<file path="src/rtl/hazard_forward_ctrl_pkg.sv">
// Shared forwarding encodings and hazard FSM state type.
// Imported by the hazard unit and by the EX operand muxes.
package hazard_forward_ctrl_pkg;

   localparam logic [1:0] FWD_RF    = 2'b00;
   localparam logic [1:0] FWD_EXMEM = 2'b10;
   localparam logic [1:0] FWD_MEMWB = 2'b01;

   typedef enum logic {
      IDLE     = 1'b0,
      LU_STALL = 1'b1
   } hz_state_e;

   // The younger producer (EX/MEM) holds the newer value, so it wins.
   function automatic logic [1:0] fwd_pick(
      input logic exmem_hit,
      input logic memwb_hit
   );
      logic [1:0] sel;
      sel = FWD_RF;
      if (exmem_hit) begin
         sel = FWD_EXMEM;
      end else if (memwb_hit) begin
         sel = FWD_MEMWB;
      end
      return sel;
   endfunction

endpackage

</file>
<file path="src/rtl/hazard_forward_ctrl_fwd_match.sv">
// Producer/consumer register match for one stage pair.
// Register 0 never matches when it is hardwired to zero.
module fwd_match #(
   parameter int REG_AW   = 4,
   parameter int ZERO_REG = 1
) (
   input  logic              regwrite,
   input  logic [REG_AW-1:0] rd,
   input  logic [REG_AW-1:0] src,
   output logic              hit
);

   logic rd_live;

   assign rd_live = (ZERO_REG == 0) || (rd != '0);
   assign hit     = regwrite && rd_live && (rd == src);

endmodule

</file>
<file path="src/rtl/hazard_forward_ctrl.sv">
// EX/MEM forwarding selects, load-use stall sequencer,
// memory-busy freeze and saturating stall-cycle counter.
module hazard_forward_ctrl
   import hazard_forward_ctrl_pkg::*;
#(
   parameter int REG_AW   = 4,
   parameter int LOAD_LAT = 1,
   parameter int CNT_W    = 16,
   parameter int ZERO_REG = 1
) (
   input  logic              clk,
   input  logic              rst,
   input  logic              ex_mem_regwrite,
   input  logic [REG_AW-1:0] mem_rd,
   input  logic [REG_AW-1:0] mem_rt,
   input  logic              ex_mem_memwrite,
   input  logic              mem_wb_regwrite,
   input  logic [REG_AW-1:0] wb_rd,
   input  logic [REG_AW-1:0] ex_rs,
   input  logic [REG_AW-1:0] ex_rt,
   input  logic              ex_memread,
   input  logic [REG_AW-1:0] ex_rd,
   input  logic [REG_AW-1:0] id_rs,
   input  logic [REG_AW-1:0] id_rt,
   input  logic              id_memwrite,
   input  logic              flush,
   input  logic              dmem_busy,
   output logic [1:0]        fwd_a_sel,
   output logic [1:0]        fwd_b_sel,
   output logic              fwd_mem_mem,
   output logic              pc_hold,
   output logic              if_id_hold,
   output logic              id_ex_bubble,
   output logic              freeze_all,
   output logic [CNT_W-1:0]  stall_cycles
);

   localparam int CW = (LOAD_LAT < 1) ? 1 : $clog2(LOAD_LAT + 1);
   localparam logic [CW-1:0] CNT_LOAD = CW'(LOAD_LAT - 1);

   logic a_exmem, a_memwb;
   logic b_exmem, b_memwb;
   logic mm_hit;
   logic lu_rs, lu_rt;
   logic hazard;

   hz_state_e     state_q, state_d;
   logic [CW-1:0] cnt_q, cnt_d;
   logic          in_idle;
   logic          stall_now;

   fwd_match #(.REG_AW(REG_AW), .ZERO_REG(ZERO_REG)) u_a_exmem (
      .regwrite (ex_mem_regwrite),
      .rd       (mem_rd),
      .src      (ex_rs),
      .hit      (a_exmem)
   );

   fwd_match #(.REG_AW(REG_AW), .ZERO_REG(ZERO_REG)) u_a_memwb (
      .regwrite (mem_wb_regwrite),
      .rd       (wb_rd),
      .src      (ex_rs),
      .hit      (a_memwb)
   );

   fwd_match #(.REG_AW(REG_AW), .ZERO_REG(ZERO_REG)) u_b_exmem (
      .regwrite (ex_mem_regwrite),
      .rd       (mem_rd),
      .src      (ex_rt),
      .hit      (b_exmem)
   );

   fwd_match #(.REG_AW(REG_AW), .ZERO_REG(ZERO_REG)) u_b_memwb (
      .regwrite (mem_wb_regwrite),
      .rd       (wb_rd),
      .src      (ex_rt),
      .hit      (b_memwb)
   );

   fwd_match #(.REG_AW(REG_AW), .ZERO_REG(ZERO_REG)) u_mem_mem (
      .regwrite (mem_wb_regwrite),
      .rd       (wb_rd),
      .src      (mem_rt),
      .hit      (mm_hit)
   );

   // A load in EX acts as the producer for the instruction in ID.
   fwd_match #(.REG_AW(REG_AW), .ZERO_REG(ZERO_REG)) u_lu_rs (
      .regwrite (ex_memread),
      .rd       (ex_rd),
      .src      (id_rs),
      .hit      (lu_rs)
   );

   fwd_match #(.REG_AW(REG_AW), .ZERO_REG(ZERO_REG)) u_lu_rt (
      .regwrite (ex_memread),
      .rd       (ex_rd),
      .src      (id_rt),
      .hit      (lu_rt)
   );

   assign fwd_a_sel   = fwd_pick(a_exmem, a_memwb);
   assign fwd_b_sel   = fwd_pick(b_exmem, b_memwb);
   assign fwd_mem_mem = ex_mem_memwrite && mm_hit;

   // A store's rt is only needed in MEM, where MEM-to-MEM covers it.
   assign hazard = lu_rs || (lu_rt && !id_memwrite);

   always_ff @(posedge clk) begin
      if (rst) begin
         state_q <= IDLE;
         cnt_q   <= '0;
      end else begin
         state_q <= state_d;
         cnt_q   <= cnt_d;
      end
   end

   always_comb begin
      state_d = state_q;
      cnt_d   = cnt_q;
      unique case (state_q)
         IDLE: begin
            if (hazard && !flush && !dmem_busy) begin
               state_d = LU_STALL;
               cnt_d   = CNT_LOAD;
            end
         end
         LU_STALL: begin
            if (!dmem_busy) begin
               if (cnt_q == '0) begin
                  state_d = IDLE;
               end else begin
                  cnt_d = cnt_q - CW'(1);
               end
            end
         end
      endcase
      if (flush) begin
         state_d = IDLE;
         cnt_d   = '0;
      end
   end

   assign in_idle = (state_q == IDLE);

   assign stall_now = (in_idle && hazard && !flush)
                   || !in_idle
                   || dmem_busy;

   assign pc_hold    = stall_now;
   assign if_id_hold = stall_now;
   assign freeze_all = dmem_busy;

   assign id_ex_bubble = ((in_idle && hazard)
                       || (!in_idle && (cnt_q != '0)))
                       && !flush && !dmem_busy;

   always_ff @(posedge clk) begin
      if (rst) begin
         stall_cycles <= '0;
      end else if (stall_now && (stall_cycles != '1)) begin
         stall_cycles <= stall_cycles + CNT_W'(1);
      end
   end

endmodule

</file>
<file path="config.mk">
export PLATFORM = sky130hd
export DESIGN_NAME = hazard_forward_ctrl
export DESIGN_NICKNAME = d
export VERILOG_FILES = /design/src/rtl/hazard_forward_ctrl_pkg.sv /design/src/rtl/hazard_forward_ctrl_fwd_match.sv /design/src/rtl/hazard_forward_ctrl.sv
export SDC_FILE = /design/constraint.sdc
export NUM_CORES = 1
export LEC_CHECK = 0
export CAP_MARGIN = 20
export CORE_UTILIZATION = 44
export CTS_CLUSTER_SIZE = 8
export DETAILED_ROUTE_END_ITERATION = 8
export PLACE_DENSITY = 0.86
export SYNTH_ARGS = -nofsm -noshare
export SYNTH_HDL_FRONTEND = slang
export SYNTH_SLANG_ARGS = --single-unit
</file>
<file path="constraint.sdc">
create_clock -name clk -period 2.6 [get_ports clk]
set_input_delay 0.52 -clock clk [delete_from_list [all_inputs] [get_ports clk]]
set_output_delay 0.52 -clock clk [all_outputs]
set_load 0.005 [all_outputs]
</file>
Word-level counts from Yosys, hierarchy flattened
Index checks and enable logic that the tools add are counted.
{"block": "totals", "inputBits": 41, "ff_bits": 18}
{"block": "op_classes", "n_addsub": 2, "muxes": 12, "n_eq_ne": 10, "n_reduce_logical": 32, "bitwise": 1}
{"cell": "$eq 4x4->1", "count": 7}
{"cell": "$logic_and 1x1->1", "count": 20}
{"cell": "$add 16x1->16 const B", "count": 1}
{"cell": "$ne 16x16->1 const B", "count": 1}
{"cell": "$reduce_bool 4->1", "count": 3}
{"cell": "$mux 1", "count": 8}
{"cell": "$logic_or 1x1->1", "count": 4}
{"cell": "$mux 2", "count": 2}
{"cell": "$pmux 1 s2", "count": 2}
{"cell": "$logic_not 1->1", "count": 3}
{"cell": "$ne 2x1->1 const B", "count": 1}
{"cell": "$ne 2x2->1 const B", "count": 1}
{"cell": "$reduce_and 2->1", "count": 1}
{"cell": "$reduce_or 2->1", "count": 1}
{"cell": "$not 1->1", "count": 1}
{"cell": "$sub 1x1->1 const B", "count": 1}

Longest topological paths before layout
Gate-level depths: netlist (run 1).
{"block": "logic_depth", "depth_word": 10, "depth_mapped": 7, "depth_no_buf": 7}

Cells and area by module
From an unflattened synthesis (run 1), not the netlist that was laid out.
{"block": "unflattened", "hier_cells": 179, "hier_area_um2": 1446.4}
{"module": "hazard_forward_ctrl", "instances": 1, "seq_area_each_um2": 340.3, "area_each_um2": 1052.3, "cells_per_inst": 123}
{"module": "fwd_match", "instances": 7, "seq_area_each_um2": 0.0, "area_each_um2": 56.3, "cells_per_inst": 8}

Worst setup path after synthesis (run 1)
Ideal clock, no wire load.
{"block": "synth_path", "path_type": "input -> output", "from": "input ex_rd[1]", "to": "output pc_hold", "path_stages": 6, "t_arrival_ns": 1.627, "required_ns": 2.080, "n_path_buf": 2, "slack_ns": 0.453, "cell_sequence": "nor4_1 > nor4_1 > a22oi_2 > buf_6 > nand2_1 > buf_4"}
{"block": "synth_via", "elab_chain_len": 9, "word_cells_on_any_way": 12, "cone_classes": "eq/ne (2); reduce/logical (10)"}
{"element": "from (decl)", "line": "hazard_forward_ctrl.sv:22", "rtl": "input logic [REG_AW-1:0] ex_rd,"}
{"element": "$reduce_bool 4->1", "line": "hazard_forward_ctrl_fwd_match.sv:15", "rtl": "assign rd_live = (ZERO_REG == 0) || (rd != '0);"}
{"element": "$logic_and 1x1->1 (2 in series)", "line": "hazard_forward_ctrl_fwd_match.sv:16", "rtl": "assign hit = regwrite && rd_live && (rd == src);"}
{"element": "$logic_and 1x1->1", "line": "hazard_forward_ctrl.sv:107", "rtl": "assign hazard = lu_rs || (lu_rt && !id_memwrite);"}
{"element": "$logic_or 1x1->1 *", "line": "hazard_forward_ctrl.sv:107"}
{"element": "$logic_and 1x1->1 * (2 in series)", "line": "hazard_forward_ctrl.sv:147", "rtl": "assign stall_now = (in_idle && hazard && !flush)"}
{"element": "$logic_or 1x1->1 *", "line": "hazard_forward_ctrl.sv:148", "rtl": "|| !in_idle"}
{"element": "$logic_or 1x1->1 *", "line": "hazard_forward_ctrl.sv:149", "rtl": "|| dmem_busy;"}
{"element": "to (decl)", "line": "hazard_forward_ctrl.sv:31", "rtl": "output logic pc_hold,"}
Every way passes the cells marked *; elsewhere a longest branch is shown, timed or not.

Final worst setup path (run 1)
{"block": "layout_path", "from": "input ex_rt[3]", "to": "output fwd_b_sel[1]"}
{"block": "layout_via", "elab_chain_len": 3}
{"element": "from (decl)", "line": "hazard_forward_ctrl.sv:20", "rtl": "input logic [REG_AW-1:0] ex_rt,"}
{"element": "$eq 4x4->1", "line": "hazard_forward_ctrl_fwd_match.sv:16"}
{"element": "$logic_and 1x1->1", "line": "hazard_forward_ctrl_fwd_match.sv:16"}
{"element": "$mux 2", "line": "hazard_forward_ctrl_pkg.sv:21", "rtl": "if (exmem_hit) begin"}
{"element": "to (decl)", "line": "hazard_forward_ctrl.sv:29", "rtl": "output logic [1:0] fwd_b_sel,"}
No other way between the ends.

==> flow_summary.ini, run 1 <==
[synth]
synth_nets = 196
synth_area_per_cell_um2 = 8.88
synthTopCellsByArea = dfxtp_1, xnor2_1, xor2_1
synthFlopType = dfxtp_1
synth_top_area_frac = 0.249
async_reset_ff_frac = 0
synth_mux_area_frac = 0.0430
synth_edf_count = 0
synth_warnings = 0
netlist_area_um2 = 1370
synthXorXnorAreaFrac = 0.237
netlist_instances = 154
synthTopCellsByCount = xnor2_1, nor2_1, dfxtp_1, xor2_1, nand4_1
synth-seq-cells = 17
synth-adder-area-share = 0.00915
yosysMostFrequentCell = xnor2_1
yosysUniqueCellTypes = 43
synth_top_family_by_area = simple AND/OR/NAND/NOR gates
synth-seq-area-share = 0.249
yosys.area_share.simple = 0.271
yosysTopAreaCell = dfxtp_1
synth_compound_area_frac = 0.142

[timing]
setup_slack_ns = 0.0661
hold_ws_ns = 0.540
clock_skew_ns = 0.00430
relSlewSlack = 0.729
rsz0062_at_grt = no
fin_tns_setup_ns = 0
fmax_mhz = 395
fin_crit_sh = 0.975
setup_viol = 0
slew_viol_final = 0
finalHoldViolCount = 0
period_minus_slack_ns = 2.53
worst_pin_slew_ns = 0.402

[place]
dp_cells = 262
io_buffers = 65
dp.final_hpwl_um = 3090
routabilityCongestion = 0.842
pre_cts_ws_ns = -0.246

[pwr]
pwr-share-comb = 0.325
power_frac_seq = 0.431
ir_drop_uv = 282
sw_frac_of_total = 0.290
p_leak_uw = 0.000855
power_density_nw_per_um2 = 280
p_clk_frac = 0.244
design_power_total_uw = 624
switching_power_uw = 181
p_int_uw = 443

[clocking]
insertion_delay_ns = 0.31
cts_inserted_buffers = 3
hold_buffers = 0
path_clk_slew_ns = 0.10
cts_tree = built
clockBufferDepth = 2
cts-root-buf = clkbuf_4
numClockSinks = 17
htree_num_levels = 1

[worst_setup_path]
max_stage_delay_ns = 0.52
critPathSlowestCell = clkdlybuf4s50_1
crit_path_end_kind = output pin
critPathMaxFanout = 2
path_buf_inv = 3
path_cells = clkdlybuf4s50_1 -> xnor2_1 -> nand4_1 -> nor2_2 -> buf_4 -> clkdlybuf4s50_1
critPathLaunchType = input pin
critPathTopFamily = buffers and inverters
worstPathArrival_ns = 2.01
crit_required_ns = 2.08
crit_type = input pin to output pin
crit_top_cell = clkdlybuf4s50_1

[global_route]
overflow = 0
grt_pass1_wl_um = 6550
grtUsageTotal = 0.253
grt_pass1_vias = 1488
antenna_found_initial = 0
grt_max_degree = 13

[die]
die_w_um = 57.8
start_util = 0.479
rows = 19
dieArea_um2 = 3340
core_area_um2 = 2850
ioPinCount = 66
die_y_um = 57.8

[worst_hold_path]
hp-class = flop to flop

[status]
violations = design-rule violations
status = finished with violations

[layout]
area_growth_pct = 62.9
fillers = 197
final_nets = 280
n_antenna_cell = 0
layout.cells.non_filler = 268
layout-drive-gt1-share = 0.211

[drt]
via_per_inst = 5.32
first_iter_violations = 61
drtPass1Iterations = 8
ant_nets = 0
wl_um = 4030
via_count = 1427
post-route-drc-count = 4
wl_per_cell_um = 15.0

[run]
cap_viol_max_count = 0
==> cells in the final DEF, fill, tap and decap left out, types with 2 or more instances in the layout <==
cell	count
and3_1	4
nand4_1	9
nand3_1	4
dfxtp_1	17
nand2_1	7
buf_4	21
o41ai_2	2
dlygate4sd2_1	15
nor2_1	18
nor4_4	2
mux2_1	3
xor2_1	11
nor3_1	2
a211oi_2	5
clkbuf_4	3
xnor2_1	26
dlymetal6s2s_1	2
nor2_2	2
nor2b_1	4
o21ai_0	2
and2_1	2
a21oi_1	3
nor3_2	2
clkdlybuf4s50_1	47
==> worst paths after layout <==
| kind | from | endpoint | slack, ns | depth (start not counted) |
|---|---|---|---|---|
| setup / recovery | ex_rt[3] | fwd_b_sel[1] | 0.07 | 6 |
| hold / removal | stall_cycles[15]$_SDFFE_PP0P_ | stall_cycles[14]$_SDFFE_PP0P_ | 0.54 | 2 |
| setup reg to reg | stall_cycles[0]$_SDFFE_PP0P_ | stall_cycles[6]$_SDFFE_PP0P_ | 0.63 | 7 |
| hold reg to reg | stall_cycles[15]$_SDFFE_PP0P_ | stall_cycles[14]$_SDFFE_PP0P_ | 0.54 | 2 |
==> timing repair <==
item                                    CTS  global route
resized for setup                        23             7
cloned                                    0             0
pin swaps                                10             5
setup buffers                             2             0
endpoints found under the setup margin    7             4
==> per-layer routing <==
metal  up-vias  global-route usage  routed length (um)
li1        707                   -                   -
met5         -                   0                   0
met3        11              0.0290                 207
met1       657               0.279                1640
met2        52               0.478                2080
met4         0               0.122                 112
==> registers in the layout, summed over array words and instances (netlist names) <==
name	count
stall_cycles	16
state_q	1
==> layout make-up <==
cell class	count	area [um^2]	area share
Timing Repair Buffer	87	801	0.360
Inverter	1	3.75	0.00169
Multi-Input combinational cell	128	1020	0.457
Tap cell	31	38.8	0.0174
Sequential cell	17	340	0.153
Clock buffer	4	26.3	0.0118
==> metrics by stage <==
stage | util | instance area [um^2]
detailed placement | 0.751 | 2140
finish | 0.781 | 2230
floorplan | - | 1370
global placement | 0.751 | 2140
CTS | 0.775 | 2210
global route | 0.781 | 2230
==> worst min-delay path, stage by stage (launching register included) <==
cell	delay [ns]
dfxtp_1	0.37
inv_1	0.07
a311oi_1	0.07
==> logic make-up after synthesis <==
kind of cell    count (synthesis)
fa+ha+maj                       1
flops                          17
buf+inv                         9
xor+xnor                       37
compound gates                 19
mux                             5
simple gates                   66
==> power by group through the flow <==
stage | registers, uW | clock network (uW) | logic [uW]
after floorplan | 274 | 0 | 76.3
after global placement | 274 | 0 | 189
after detailed placement | 275 | 0 | 197
after CTS | 269 | 155 | 199
after global routing | 270 | 166 | 217
final | 269 | 152 | 203
No activity file was read; power rests on OpenSTA's default activity.
==> run 2, diff against run 1 <==
--- a/config.mk
+++ b/config.mk
@@ -7,6 +7,7 @@
 export LEC_CHECK = 0
 export CAP_MARGIN = 20
 export CORE_UTILIZATION = 44
+export CTS_BUF_LIST = sky130_fd_sc_hd__clkbuf_8
 export CTS_CLUSTER_SIZE = 8
 export DETAILED_ROUTE_END_ITERATION = 8
 export PLACE_DENSITY = 0.86
==> run 2 against run 1 <==
  * The flow still finishes with violations (design-rule violations)
  * Clock skew is 0.0026 ns lower
  * Setup slack stayed put
  * Sequential share of layout area is 0.13 points lower
  * Fmax stayed put
  * Worst hold slack worse by 0.0063 ns
  * Die area stayed put
==> flow_summary.ini, run 2 (synthesis gave the netlist of run 1 again) <==
[pwr]
ir_drop_uv = 256
sw_frac_of_total = 0.272
p_leak_uw = 0.000867
switching_power_uw = 182
p_clk_frac = 0.296
p_int_uw = 488
power_density_nw_per_um2 = 298
power_frac_seq = 0.401
pwr-share-comb = 0.302

[timing]
fin_crit_sh = 0.975
fin_tns_setup_ns = 0
clock_skew_ns = 0.00167
hold_ws_ns = 0.534
setup_slack_ns = 0.0661
relSlewSlack = 0.729
rsz0062_at_grt = no
slew_viol_final = 0
worst_pin_slew_ns = 0.402
period_minus_slack_ns = 2.53
setup_viol = 0
finalHoldViolCount = 0
fmax_mhz = 395

[worst_setup_path]
critPathTopFamily = buffers and inverters
crit_path_end_kind = output pin
max_stage_delay_ns = 0.52
reg2reg_to = stall_cycles[6]$_SDFFE_PP0P_
reg2reg_depth = 7
path_buf_inv = 3
crit_type = input pin to output pin
path_cells = clkdlybuf4s50_1 -> xnor2_1 -> nand4_1 -> nor2_2 -> buf_4 -> clkdlybuf4s50_1
critPathSlowestCell = clkdlybuf4s50_1
rrSetupSlack_ns = 0.62
critPathMaxFanout = 2
r2r_start = stall_cycles[0]$_SDFFE_PP0P_
critPathLaunchType = input pin
crit_required_ns = 2.08
crit_top_cell = clkdlybuf4s50_1
worstPathArrival_ns = 2.01

[clocking]
htree_num_levels = 1
hold_buffers = 0
path_clk_slew_ns = 0.06
clockBufferDepth = 2
cts_tree = built
insertion_delay_ns = 0.26
cts_inserted_buffers = 3
numClockSinks = 17
cts-root-buf = clkbuf_8

[layout]
fillers = 190
n_antenna_cell = 0
largest_register = stall_cycles
mostFrequentLayoutCells = clkdlybuf4s50_1, xnor2_1, buf_4
area_growth_pct = 64.2
layout.cells.non_filler = 268
layout-drive-gt1-share = 0.211
largestRegisters = stall_cycles (16), state_q (1)
fin_area_um2 = 2250
largest_register_ffs = 16
final_common_cell = clkdlybuf4s50_1
final_nets = 280

[worst_hold_path]
hold_depth = 2
hp-class = flop to flop
hold_path_startpoint = stall_cycles[15]$_SDFFE_PP0P_
min_to = stall_cycles[14]$_SDFFE_PP0P_

[drt]
post-route-drc-count = 4
ant_nets = 0
wl_um = 4080
via_count = 1438
drtPass1Iterations = 8
first_iter_violations = 63
via_per_inst = 5.37
wl_per_cell_um = 15.2

[die]
rows = 19
ioPinCount = 66
dieArea_um2 = 3340
start_util = 0.479
die_w_um = 57.8
core_area_um2 = 2850
die_y_um = 57.8

[place]
pre_cts_ws_ns = -0.246
dp.final_hpwl_um = 3090
dp_cells = 262
io_buffers = 65
placed_area_um2 = 2140
routabilityCongestion = 0.842

[global_route]
antenna_found_initial = 0
grtUsageTotal = 0.254
grt_pass1_wl_um = 6640
grt_pass1_vias = 1520
overflow = 0
grt_max_degree = 13

[run]
cap_viol_max_count = 0

[status]
status = finished with violations
violations = design-rule violations
[run 2: how the worst max path moves through the flow]
stage | slack [ns] | endpoint | depth (start not counted) | start
after global placement | -0.22 | if_id_hold | 6 | ex_rd[1]
after global routing | 0.002 | fwd_b_sel[1] | 6 | ex_rt[0]
final | 0.07 | fwd_b_sel[1] | 6 | ex_rt[3]
after detailed placement | -0.25 | fwd_a_sel[0] | 5 | mem_rd[1]
after floorplan | 0.45 | pc_hold | 6 | ex_rd[1]
after CTS | 0.01 | id_ex_bubble | 7 | id_rs[2]
[run 2: layer usage]
metal,track usage,up-vias,share of wire
met5,0,-,0
met4,0.102,0,0.025
met3,0.0290,11,0.058
met2,0.487,56,0.52
met1,0.284,664,0.40
li1,-,707,-
[run 2: worst reg2reg max path, delay by kind of cell, from the launching register on]
| family | cells | cell delay [ns] |
|---|---|---|
| simple gates | 4 | 0.85 |
| flops | 1 | 0.40 |
| mux | 1 | 0.28 |
| fa+ha+maj | 1 | 0.26 |
| compound gates | 1 | 0.07 |
[run 2: repair_timing]
item | CTS | global route
setup endpoints to repair | 7 | 4
pin swaps | 10 | 5
setup buffers | 2 | 0
resized for setup | 23 | 7
[run 2: power groups by stage]
stage | combinational [uW] | sequential, uW | clock (uW)
global placement | 189 | 274 | 0
floorplan | 76.3 | 274 | 0
finish | 203 | 269 | 198
CTS | 199 | 269 | 201
detailed placement | 197 | 275 | 0
global route | 217 | 269 | 214
[run 2: metrics by stage]
stage	power [uW]	util
after floorplan	350	-
after global placement	463	0.751
after detailed placement	472	0.751
after CTS	669	0.782
after global routing	701	0.787
final	670	0.787
[run 2: cell type report]
type                            instances  area, um^2  area share
Clock inverter                          1        3.75     0.00167
Clock buffer                            3        41.3      0.0184
Multi-Input combinational cell        128        1020       0.453
Inverter                                1        3.75     0.00167
Tap cell                               31        38.8      0.0173
Sequential cell                        17         340       0.152
Timing Repair Buffer                   87         801       0.357
